--- src/rtl/alu_rv32i.sv ---
// rtl/alu_rv32i.sv - registered RV32I execute-stage ALU with zero flag
// Optional signed-overflow output enabled by defining ALU_OVF_EN.
module alu_rv32i (
  input  logic        clk,
  input  logic        rst,
  input  logic        valid_in,
  input  logic [31:0] a,
  input  logic [31:0] b,
  input  logic [3:0]  sel,
  output logic [31:0] Y,
  output logic        zero,
  output logic        valid_out
`ifdef ALU_OVF_EN
  ,
  output logic        ovf
`endif
);

  logic [31:0] sum;
  logic [31:0] diff;
  logic [4:0]  shamt;
  logic [31:0] res;

  assign sum   = a + b;
  assign diff  = a - b;
  assign shamt = b[4:0];

  always_comb begin
    res = '0;
    casez (sel)
      4'b0000: res = sum;
      4'b0001: res = diff;
      4'b001?: res = a << shamt;
      4'b010?: res = {31'b0, ($signed(a) < $signed(b))};
      4'b011?: res = {31'b0, (a < b)};
      4'b100?: res = a ^ b;
      4'b1010: res = a >> shamt;
      4'b1011: res = $signed(a) >>> shamt;
      4'b110?: res = a | b;
      4'b111?: res = a & b;
      default: res = '0;
    endcase
  end

`ifdef ALU_OVF_EN
  logic ovf_n;

  always_comb begin
    ovf_n = 1'b0;
    if (sel == 4'b0000)
      ovf_n = (a[31] == b[31]) && (sum[31] != a[31]);
    else if (sel == 4'b0001)
      ovf_n = (a[31] != b[31]) && (diff[31] != a[31]);
  end

  always_ff @(posedge clk or posedge rst) begin
    if (rst)
      ovf <= 1'b0;
    else if (valid_in)
      ovf <= ovf_n;
  end
`endif

  // Y and zero hold across idle cycles; only valid_out tracks valid_in every edge.
  always_ff @(posedge clk or posedge rst) begin
    if (rst) begin
      Y         <= '0;
      zero      <= 1'b1;
      valid_out <= 1'b0;
    end else begin
      valid_out <= valid_in;
      if (valid_in) begin
        Y    <= res;
        zero <= (res == 32'd0);
      end
    end
  end

endmodule

--- config.mk ---
export PLATFORM = sky130hd
export DESIGN_NAME = alu_rv32i
export DESIGN_NICKNAME = d
export VERILOG_FILES = /design/src/rtl/alu_rv32i.sv
export SDC_FILE = /design/constraint.sdc
export NUM_CORES = 1
export LEC_CHECK = 0
export ABC_AREA = 1
export CORE_MARGIN = 2
export CORE_UTILIZATION = 50
export CTS_CLUSTER_SIZE = 40
export DETAILED_ROUTE_END_ITERATION = 10
export PLACE_DENSITY_LB_ADDON = 0.2
export SLEW_MARGIN = 30
export SYNTH_ARGS = -nofsm -noshare
export SYNTH_HDL_FRONTEND = slang
export SYNTH_SLANG_ARGS = --single-unit
--- constraint.sdc ---
create_clock -name clk -period 1.8 [get_ports clk]
set_clock_uncertainty 0.1 [all_clocks]
set_input_delay 0.18 -clock clk [delete_from_list [all_inputs] [get_ports clk]]
set_output_delay 0.18 -clock clk [all_outputs]
set_load 0.02 [all_outputs]
==> results of run 1 <==
[kinds of logic after synthesis]
kind of cell    Yosys count  share of synthesized area
simple gates           1469                      0.560
buf+inv                 388                      0.144
fa+ha+maj                99                      0.109
xor+xnor                  2                    0.00152
compound gates          232                      0.111
flops                    34                     0.0741
[what timing repair did]
item	4_1_cts
pin swaps	265
gates resized for setup	1059
hold endpoints to repair	0
setup endpoints to repair	33
setup buffers	123
gates cloned	3
[metrics by stage]
stage               cells  area (sq um)  setup TNS (ps)  hold WS (ps)
floorplan            2224         11700           -6560           111
CTS                  3126         20100           -6940           205
detailed placement   3006         16300          -38350           369
global placement     3006         16300          -37600           362
[routing by layer]
metal,GRT usage,GRT overflow
met5,0.418,0
met3,0.636,1
met4,0.720,6
met2,0.917,18
met1,0.774,0
==> summary.md, run 1 <==
| Metric | Value |
|---|---|
| Number of buffers created by CTS | 5 |
| Vias in the first global route | 22450 |
| Count of pins on the block boundary | 105 |
| Floorplan die height | 156 um |
| Synth warn | 0 |
| Err | [ERROR GRT-0116] Global routing finished with congestion. Check the congestion regions in the DRC Viewer. |
| Pin count of the biggest net entering global routing | 60 |
| Biggest area consumer among synthesized cells | sky130_fd_sc_hd__nand2_1 |
| Top cell type's share of synthesized area | 0.232 |
| Number of instances in the synthesized netlist | 2224 |
| Unique cell type count in the Yosys netlist | 48 |
| Site row count | 55 |
| Effective utilization at floorplan | 0.508 |
| Main synth FF type | sky130_fd_sc_hd__dfrtp_1 |
| Root Buffer | sky130_fd_sc_hd__clkbuf_16 |
| Overflow left after global routing | 25 |
| Worst Setup Slack post-DPL | -1780 ps |
| Most instantiated cells after synthesis | sky130_fd_sc_hd__nand2_1, sky130_fd_sc_hd__nand3_1, sky130_fd_sc_hd__inv_1, sky130_fd_sc_hd__nor2_1, sky130_fd_sc_hd__a21oi_1 |
| Step where the flow halted | global routing |
| Biggest area contributors in the synthesized netlist | sky130_fd_sc_hd__nand2_1, sky130_fd_sc_hd__nand3_1, sky130_fd_sc_hd__ha_1 |
| Mapped Area | 11500 sq um |
| Chip Width | 156 um |
| Mean post-synth cell area | 5.17 sq um |
| Proportion of synthesized flip-flops having asynchronous set or reset | 1.00 |
| Result of the run | did not finish |
| Most repeated cell in the gate-level netlist after synthesis | sky130_fd_sc_hd__nand2_1 |
| Number of synthesized flops with an enable pin | 0 |
| Wire length of the first global-routing pass | 141000 um |
| Number of buffer cells added on primary ports | 104 |
| Total nets after synthesis | 2394 |
| Final weighted congestion in routability-driven placement | 1.18 |
| FF+latch count, synth | 34 |
| Clk sink count | 34 |
| Max H-tree Level | 2 |
| Overall track demand over capacity in global routing | 0.767 |
| Proportion of synthesized chip area in sequential cells | 0.0741 |
| # hold bufs at CTS | 0 |
| CTS Buffer Depth | 2 |
| Estimated wirelength of the detail-placed design | 50800 um |
==> run 2, diff against run 1 <==
--- a/config.mk
+++ b/config.mk
@@ -7,10 +7,9 @@
 export LEC_CHECK = 0
 export ABC_AREA = 1
 export CORE_MARGIN = 2
-export CORE_UTILIZATION = 50
-export CTS_CLUSTER_SIZE = 40
+export CORE_UTILIZATION = 35
 export DETAILED_ROUTE_END_ITERATION = 10
-export PLACE_DENSITY_LB_ADDON = 0.2
+export PLACE_DENSITY_LB_ADDON = 0.15
 export SLEW_MARGIN = 30
 export SYNTH_ARGS = -nofsm -noshare
 export SYNTH_HDL_FRONTEND = slang
==> run 2 against run 1 <==
Effect of this change: the flow now finishes, with violations (negative setup slack); synthesized area stayed put; synthesized cell count stayed put.
==> summary.md, run 2 <==
| Metric | Value |
|---|---|
| Main synth FF type | sky130_fd_sc_hd__dfrtp_1 (unchanged) |
| Clk sink count | 34 (unchanged) |
| Fill cells | 2702 |
| Result of the run | finished, violations left (was did not finish) |
| Clock tree from TritonCTS | done |
| Biggest area consumer among synthesized cells | sky130_fd_sc_hd__nand2_1 (unchanged) |
| # hold bufs at CTS | 0 (unchanged) |
| Worst Setup Start Kind | input port |
| Max-slew violation total from the final report | 0 |
| Antenna violations before repair | 0 |
| Worst Setup Slack post-DPL | -1760 ps (was -1780 ps) |
| Final-report setup violation count | 33 |
| Synth-to-layout area growth | 104% |
| Final min period | 2360 ps |
| Multiplexer share of the synthesized area | 0 (unchanged) |
| # DRC | 0 |
| Fmax | 423 MHz |
| Min Hold Slack | 204 ps |
| Skew-Pair Late Insertion Delay | 280 ps |
| Setup repair after global routing missed its margin | yes |
| Maximum fanout count along the critical path | 7 |
| Worst vdd ir | 487 uV |
| Vias in the first global route | 18002 |
| Worst path arrival time | 2490 ps |
| Max cap viols | 0 |
| Sequential cell area | 852 sq um |
| FF+latch count, synth | 34 (unchanged) |
| Worst path required time | 1920 ps |
| Max H-tree Level | 2 (unchanged) |
| Overall track demand over capacity in global routing | 0.407 |
| Failing checks | negative setup slack |
| Post-synthesis share of cell area spent on full adders, half adders and majority gates | 0.109 (unchanged) |
| Final weighted congestion in routability-driven placement | 1.05 (was 1.18) |
| Synth Area in Compound Gates | 0.111 (unchanged) |
| Count of pins on the block boundary | 105 (unchanged) |
| XOR/XNOR share of the synthesized area | 0.00152 (unchanged) |
| Capture instance of the worst register-to-register path | zero |
| R2R Path Start | zero |
| Number of buffer cells added on primary ports | 104 (unchanged) |
| Final clock period utilization by the worst path | 1.31 |
| Synth warn | 0 (unchanged) |
| Max-Slew Margin vs Limit | 0.658 |
| Area of all placed cells without fillers | 23400 sq um |
| Net count, final | 3082 |
| CTS Buffer Depth | 2 (unchanged) |
| Element type at the critical path end | flip-flop |
| Proportion of synthesized flip-flops having asynchronous set or reset | 1.00 (unchanged) |
| Most repeated cell in the gate-level netlist after synthesis | sky130_fd_sc_hd__nand2_1 (unchanged) |
| Number of vias per cell after detailed routing | 5.60 |
| Final setup margin | -563 ps |
| Mapped Area | 11500 sq um (unchanged) |
| Chip Width | 185 um (was 156 um) |
| Most instantiated cells after synthesis | sky130_fd_sc_hd__nand2_1, sky130_fd_sc_hd__nand3_1, sky130_fd_sc_hd__inv_1, sky130_fd_sc_hd__nor2_1, sky130_fd_sc_hd__a21oi_1 (unchanged) |
| Number of diodes | 0 |
| Leakage power figure | 0.0117 uW |
| Total nets after synthesis | 2394 (unchanged) |
| Final number of hold-violating endpoints | 0 |
| Area of the die | 34300 sq um |
| Starting DRC count in detailed routing | 1757 |
| Antenna viol nets, final | 0 |
| Worst setup path class | in -> reg |
| Proportion of layout cells with a drive suffix above 1 | 0.590 |
| Number of buffers created by CTS | 5 (unchanged) |
| Worst reg-to-reg setup slack | 980 ps |
| Overflow left after global routing | 0 |
| Combinational family with the most area after synthesis | simple AND/OR/NAND/NOR gates (unchanged) |
| Max FFs per register | 32 |
| Number of optimization iterations in the first detailed-route pass | 5 |
| Most common cell after layout, fill and taps aside | sky130_fd_sc_hd__buf_4 |
| Biggest area contributors in the synthesized netlist | sky130_fd_sc_hd__nand2_1, sky130_fd_sc_hd__nand3_1, sky130_fd_sc_hd__ha_1 (unchanged) |
| Hold WC Path Type | in -> async |
| Pin count of the biggest net entering global routing | 60 |
| Proportion of synthesized chip area in sequential cells | 0.0741 (unchanged) |
| Measured slew at the worst slew-check pin | 513 ps |
| Root Buffer | sky130_fd_sc_hd__clkbuf_16 (unchanged) |
| Number of instances in the synthesized netlist | 2224 (unchanged) |
| Instance area at placement | 16700 sq um (was 16300 sq um) |
| WL final | 73700 um |
| Vias | 18783 |
| Largest registers | Y: 32 flops, valid_out: 1 flops, zero: 1 flops |
| Mean post-synth cell area | 5.17 sq um (unchanged) |
| PnR Total Power | 9510 uW |
| Floorplan die height | 185 um (was 156 um) |
| Effective utilization at floorplan | 0.354 (was 0.508) |
| Top library cells by usage in the layout, fill and taps aside | sky130_fd_sc_hd__buf_4, sky130_fd_sc_hd__nand2_1, sky130_fd_sc_hd__nand3_1 |
| Core Box Area | 32500 sq um |
| Largest reg by FF count | Y |
| Top cell type's share of synthesized area | 0.232 (unchanged) |
| Clock-pin slew reported for the worst setup and hold paths after clock tree synthesis | 50 ps |
| Logic depth of the worst register-to-register path | 2 |
| Wire length of the first global-routing pass | 104000 um |
| Site row count | 66 (was 55) |
| Areal power density over the cells | 406 nW/um^2 |
| Area occupied by multi-input gates | 13600 sq um |
| Unique cell type count in the Yosys netlist | 48 (unchanged) |
| Share of synthesized cell area in and, or, nand and nor gates | 0.560 (unchanged) |
| Average wire per standard cell | 22.0 um |
| Number of synthesized flops with an enable pin | 0 (unchanged) |
| Estimated wirelength of the detail-placed design | 55000 um (was 50800 um) |
==> run 2: cell counts after synthesis <==
No cell type changed its count.
==> run 2: what timing repair did <==
action	in CTS	in global routing
endpoints found under the setup margin	33	33
endpoints found under the hold margin	0	0
gates resized for setup	1211	482
pin swaps	276	237
gates cloned	9	1
buffers inserted	122	47
==> run 2: final cells by class <==
cell class	instances	share of cell area
Timing Repair inverter	3	0.00208
Sequential cell	34	0.0364
Tap cell	442	0.0236
Inverter	286	0.0501
Timing Repair Buffer	780	0.300
Multi-Input combinational cell	1802	0.582
Clock buffer	7	0.00566
==> run 2: stage by stage <==
step	cells	util	setup TNS [ps]
after floorplan	2224	-	-6560
after global placement	3191	0.515	-42860
after detailed placement	3191	0.515	-43180
after CTS	3321	0.657	-7590
after global routing	3354	0.722	-10480
final	3354	0.722	-8210
==> run 2: kinds of logic after synthesis <==
kind of cell / after synthesis
AOI/OAI and AO/OA: 232
xor gates and xnor gates: 2
adders and majority gates: 99
buffers and inverters: 388
DFF: 34
and+or+nand+nor: 1469
==> run 2: routing by layer <==
metal	track usage	part of all wire
met1	0.507	0.38
met2	0.681	0.46
met3	0.0427	0.086
met4	0.230	0.069
met5	0	0
==> run 2: critical path, stage by stage <==
cell                      delay, ps
sky130_fd_sc_hd__buf_12          90
sky130_fd_sc_hd__buf_16         130
sky130_fd_sc_hd__buf_12         120
sky130_fd_sc_hd__inv_16          40
sky130_fd_sc_hd__buf_12         140
sky130_fd_sc_hd__buf_6          120
sky130_fd_sc_hd__nand2_4         70
sky130_fd_sc_hd__nand3_2        100
sky130_fd_sc_hd__nand3_1        130
sky130_fd_sc_hd__nand2_1        120
sky130_fd_sc_hd__nand2_2         90
sky130_fd_sc_hd__nand3_1        110
sky130_fd_sc_hd__a21oi_2        260
sky130_fd_sc_hd__nand2_2        140
sky130_fd_sc_hd__nor2_4         120
sky130_fd_sc_hd__nand3_1         70
sky130_fd_sc_hd__nor2_1         120
sky130_fd_sc_hd__nand2_1         90
sky130_fd_sc_hd__nor2_2          90
sky130_fd_sc_hd__nand3_1         80
sky130_fd_sc_hd__nand2_1         60
==> run 2: how the worst max path moves through the flow <==
stage            to  slack, ps   from
6_report       zero       -560   b[0]
5_1_grt        zero       -680  b[11]
4_1_cts        zero       -570   a[0]
3_5_place_dp   zero      -1760   a[7]
3_3_place_gp   zero      -1780   a[5]
2_1_floorplan  zero       -540   b[4]
==> run 2: report_power, final <==
| group | switching [uW] | internal, uW |
|---|---|---|
| combinational | 4370 | 3420 |
| clock | 291 | 505 |
| sequential | 55.9 | 872 |
(Power assumes the default switching activity.)
